## src/rtl/writeback_buffer.sv

```systemverilog
// writeback_buffer: in-order result queue feeding the register file write port.
// Collects ALU and load results, drains one write per cycle from the head, and
// forwards pending values to decode so source reads never observe stale data.
module writeback_buffer #(
  parameter int unsigned DEPTH      = 4,
  parameter int unsigned WORD_WIDTH = 32,
  parameter int unsigned TAG_WIDTH  = 5
) (
  input  logic                          clock,
  input  logic                          reset,
  input  logic                          mem_valid,
  input  logic [TAG_WIDTH-1:0]          mem_rd,
  input  logic [WORD_WIDTH-1:0]         mem_value,
  output logic                          mem_ready,
  input  logic                          alu_valid,
  input  logic [TAG_WIDTH-1:0]          alu_rd,
  input  logic [WORD_WIDTH-1:0]         alu_value,
  output logic                          alu_ready,
  output logic                          write_to_rd,
  output logic [TAG_WIDTH-1:0]          rd,
  output logic [WORD_WIDTH-1:0]         rd_value,
  input  logic [TAG_WIDTH-1:0]          rs1,
  input  logic [TAG_WIDTH-1:0]          rs2,
  output logic                          rs1_hit,
  output logic                          rs2_hit,
  output logic [WORD_WIDTH-1:0]         rs1_fwd,
  output logic [WORD_WIDTH-1:0]         rs2_fwd,
  output logic [$clog2(DEPTH+1)-1:0]    count
);

  localparam int unsigned PTR_W = (DEPTH > 1) ? $clog2(DEPTH) : 1;
  localparam int unsigned CNT_W = $clog2(DEPTH + 1);

  logic [TAG_WIDTH-1:0]  tag_q [DEPTH];
  logic [WORD_WIDTH-1:0] val_q [DEPTH];
  logic [PTR_W-1:0]      head;
  logic [PTR_W-1:0]      tail;

  logic [CNT_W-1:0]      free;
  logic                  pop;
  logic                  push_mem;
  logic                  push_alu;
  logic [PTR_W-1:0]      alu_idx;
  logic [PTR_W-1:0]      fwd_idx;

  // Handshake and push/pop decisions; ready depends on registered count only.
  always_comb begin
    free      = CNT_W'(DEPTH) - count;
    mem_ready = ~reset & (free >= CNT_W'(1));
    alu_ready = ~reset & (free >= CNT_W'(2));
    push_mem  = mem_valid & mem_ready & (mem_rd != '0);
    push_alu  = alu_valid & alu_ready & (alu_rd != '0);
    pop       = (count != '0);
    // Load result is the older instruction, so the ALU entry slots in behind it.
    alu_idx   = tail + PTR_W'(push_mem);
  end

  // Pointer and occupancy bookkeeping.
  always_ff @(posedge clock) begin
    if (reset) begin
      head  <= '0;
      tail  <= '0;
      count <= '0;
    end else begin
      head  <= head + PTR_W'(pop);
      tail  <= tail + PTR_W'(push_mem) + PTR_W'(push_alu);
      count <= count - CNT_W'(pop) + CNT_W'(push_mem) + CNT_W'(push_alu);
    end
  end

  // Entry storage; contents are only meaningful while covered by count.
  always_ff @(posedge clock) begin
    if (push_mem) begin
      tag_q[tail] <= mem_rd;
      val_q[tail] <= mem_value;
    end
    if (push_alu) begin
      tag_q[alu_idx] <= alu_rd;
      val_q[alu_idx] <= alu_value;
    end
  end

  // Register file write port driven straight from the head entry.
  always_comb begin
    write_to_rd = (count != '0);
    rd          = '0;
    rd_value    = '0;
    if (count != '0) begin
      rd       = tag_q[head];
      rd_value = val_q[head];
    end
  end

  // Forwarding: scan oldest to youngest so the youngest match wins.
  always_comb begin
    rs1_hit = 1'b0;
    rs2_hit = 1'b0;
    rs1_fwd = '0;
    rs2_fwd = '0;
    fwd_idx = '0;
    for (int i = 0; i < DEPTH; i++) begin
      fwd_idx = head + PTR_W'(i);
      if (CNT_W'(i) < count) begin
        if ((rs1 != '0) && (tag_q[fwd_idx] == rs1)) begin
          rs1_hit = 1'b1;
          rs1_fwd = val_q[fwd_idx];
        end
        if ((rs2 != '0) && (tag_q[fwd_idx] == rs2)) begin
          rs2_hit = 1'b1;
          rs2_fwd = val_q[fwd_idx];
        end
      end
    end
  end

endmodule

```

## config.mk

```make
export PLATFORM = sky130hd
export DESIGN_NAME = writeback_buffer
export DESIGN_NICKNAME = d
export VERILOG_FILES = /design/src/rtl/writeback_buffer.sv
export SDC_FILE = /design/constraint.sdc
export NUM_CORES = 1
export LEC_CHECK = 0
export ABC_AREA = 0
export BUFFER_PORTS_ARGS = -buffer_cell sky130_fd_sc_hd__buf_2
export CORE_MARGIN = 1.5
export CORE_UTILIZATION = 40
export DETAILED_ROUTE_END_ITERATION = 8
export GPL_ROUTABILITY_DRIVEN = 1
export PLACE_DENSITY = 0.58
export REMOVE_ABC_BUFFERS = 1
export SLEW_MARGIN = 40
export SYNTH_ARGS = -nofsm -noshare
export SYNTH_HDL_FRONTEND = slang
export SYNTH_SLANG_ARGS = --single-unit
```

## constraint.sdc

```tcl
create_clock -name clock -period 6.6 [get_ports clock]
set_input_delay 1.98 -clock clock [delete_from_list [all_inputs] [get_ports clock]]
set_output_delay 1.98 -clock clock [all_outputs]
set_load 0.005 [all_outputs]
```

==> impl_metrics.env <==
export IMPL_hold_violations=0
export IMPL_synth_top_area_share_pct=34.4
export IMPL_overflow=0
export IMPL_drt_iter0_drc=967
export IMPL_final_common_cell="mux2_2"
export IMPL_p_sw_share_pct=41.6
export IMPL_vias=10300
export IMPL_setup_tns_final_ns=0
export IMPL_power_density_nw_per_um2=390
export IMPL_worst_ep_arrival_time_ns=4.39
export IMPL_first_global_vias=10200
export IMPL_fmax_mhz=157
export IMPL_worst_slew_pin_transition_ns=0.771
export IMPL_layout_common_cells="215 x mux2_2, 196 x buf_2, 155 x mux2i_1"
export IMPL_worstSetupPathType="in2out"
export IMPL_die_w_um=183
export IMPL_ys_ff_latch=155
export IMPL_max_cap_violations=0
export IMPL_routed_wl_um=39700
export IMPL_clock_path_buffers=2
export IMPL_synth_area_leader_cell="edfxtp_1"
export IMPL_yosysWarningCount=0
export IMPL_finClkSkew_ns=0.0132
export IMPL_dp_cells=1703
export IMPL_synth_area_leaders="edfxtp_1 34%, mux2_2 19%, mux2i_1 12%"
export IMPL_synth_edf_count=148
export IMPL_fill_cells=3000
export IMPL_fin_hold_ws_ns=0.802
export IMPL_end_kind="primary output"
export IMPL_comb_power_share_pct=54.2
export IMPL_drive_gt1_share_pct=40.6
export IMPL_post_route_period_util_pct=96.4
export IMPL_r2r_cells=12
export IMPL_port_buffers=196
export IMPL_drv_slew=0
export IMPL_viasPerCell=5.90
export IMPL_intPower_mw=3.41
export IMPL_rsz0062_at_grt="false"
export IMPL_outcome="complete, no violations"
export IMPL_start_kind="input pin"
export IMPL_sequentialPowerShare_pct=26.2
export IMPL_fin_nets=1420
export IMPL_clkTransAtPathRegs_ns=0.07
export IMPL_power_leakage_nw=5.73
export IMPL_initial_utilization_pct=40.8
export IMPL_cts_buffers=17
export IMPL_netlist_area_um2=12900
export IMPL_dr_pass1_iters=5
export IMPL_clock_latency_ns=0.43
export IMPL_fin_area_um2=15000
export IMPL_die_area_um2=33400
export IMPL_synth_seq_area_share_pct=35.5
export IMPL_antenna_left=0
export IMPL_multi_input_area_um2=7840
export IMPL_hold_path_cell_count=3
export IMPL_gp_congestion=0.887
export IMPL_ys_types=60
export IMPL_period_needed_ns=6.37
export IMPL_area_growth_pct=16.1
export IMPL_fin_ws_ns=0.234
export IMPL_hold_path_class="reg2reg"
export IMPL_die_h_um=183
export IMPL_grt_pass1_wl_um=59800
export IMPL_wire_per_inst_um=22.8
export IMPL_clock_root_buffer="clkbuf_16"
export IMPL_cts_hold_buffers=0
export IMPL_finalNonFillerCells=1741
export IMPL_post_synth_cell_area_avg_um2=11.0
export IMPL_switchingPower_mw=2.43
export IMPL_crit_path_max_fanout=19
export IMPL_core_area_um2=31600
export IMPL_postSynthCellCount=1178
export IMPL_row_count=65
export IMPL_ios=197
export IMPL_clock_sinks=155
export IMPL_dpl_cell_area_um2=14300
export IMPL_vdd_drop_max_mv=0.275
export IMPL_cts_tree="yes"
export IMPL_setup_viol=0
export IMPL_h_tree_depth=4
export IMPL_slew_headroom_pct=48.6
export IMPL_required_ns=4.62
export IMPL_hpwl_um=26200
export IMPL_r2r_setup_slack_ns=2.75
export IMPL_grt_max_degree=74
export IMPL_track_usage_pct=23.8
export IMPL_ys_flop_type="edfxtp_1"
export IMPL_pre_cts_ws_ns=0.230
export IMPL_seqCellArea_um2=4590
export IMPL_async_flop_share_pct=0
export IMPL_drc=0
export IMPL_p_clk_share_pct=19.6
export IMPL_antenna_found_initial=7
path summary, 6_finish.rpt:
kind                               start           end
worst max-delay path              rs1[3]   rs1_fwd[31]
worst min-delay path            count[0]      count[0]
worst min register to register  count[0]      count[0]
worst max register to register  count[0]  val_q[2][19]
cell usage after synthesis, types with 22 or more instances:
cell	instances
mux2_2	215
mux2i_1	155
edfxtp_1	148
and2_1	66
a221oi_1	60
nand2_1	55
clkbuf_1	50
nor2_1	47
a21oi_1	41
xnor2_1	37
o21ai_0	34
a22oi_1	31
and3_1	30
a211oi_2	27
buf_2	26
buf_1	22
cell type report:
class	instances	share of cell area, %
Sequential cell	155	30.6
Tap cell	402	3.36
Timing Repair Buffer	232	8.81
Inverter	11	0.292
Clock buffer	17	2.84
Multi-Input combinational cell	903	52.3
Antenna cell	6	0.100
Clock inverter	15	1.65
metrics by stage:
stage               power [mW]  utilization, %
floorplan                 3.86               -
global placement          4.66            45.0
detailed placement        4.71            45.2
CTS                       5.85            47.3
global route              6.20            47.3
finish                    5.84            47.4
cells by family (layout without fill, tap and decap cells):
logic type / count (synthesis) / count (layout) / synth area share, %
adders and majority gates: 12 / 12 / 1.28
other: 0 / 6 / 0
and+or+nand+nor: 242 / 242 / 9.89
buffers and inverters: 120 / 275 / 4.42
AOI/OAI and AO/OA: 223 / 223 / 13.3
xor gates and xnor gates: 46 / 46 / 3.12
muxes: 380 / 380 / 32.5
DFF: 155 / 155 / 35.5
metal layers:
layer	wire length, µm	track usage [%]	share of wire, %
met5	33	0	0.083
met4	905	7.31	2.3
met3	2950	5.25	7.4
met1	17400	30.9	44
met2	18400	39.4	46
critical path, stage by stage:
cell and delay, ns:
buf_2 0.15, xor2_1 0.17, a2111oi_0 0.48, o211a_2 0.40, nand2b_2 0.16, buf_4 0.33, a221oi_1 0.09, a221oi_1 0.41
buf_2 0.20
timing repair:
| action | CTS | global route |
|---|---|---|
| resized for setup | 0 | 1 |
| hold endpoints to repair | 0 | 0 |
| endpoints found under the setup margin | 0 | 1 |
| setup buffers | 0 | 0 |
flip-flops by register name, summed over array words and instances (netlist names):
name / flops
count: 3
head: 2
tag_q: 20
tail: 2
val_q: 128
power groups by stage:
stage	logic, mW	registers [mW]	clock network [mW]
floorplan	2.21	1.64	0
global placement	3.12	1.54	0
detailed placement	3.16	1.55	0
CTS	3.17	1.53	1.15
global route	3.45	1.56	1.19
finish	3.17	1.53	1.14
Power figures use the tool's default switching activity.
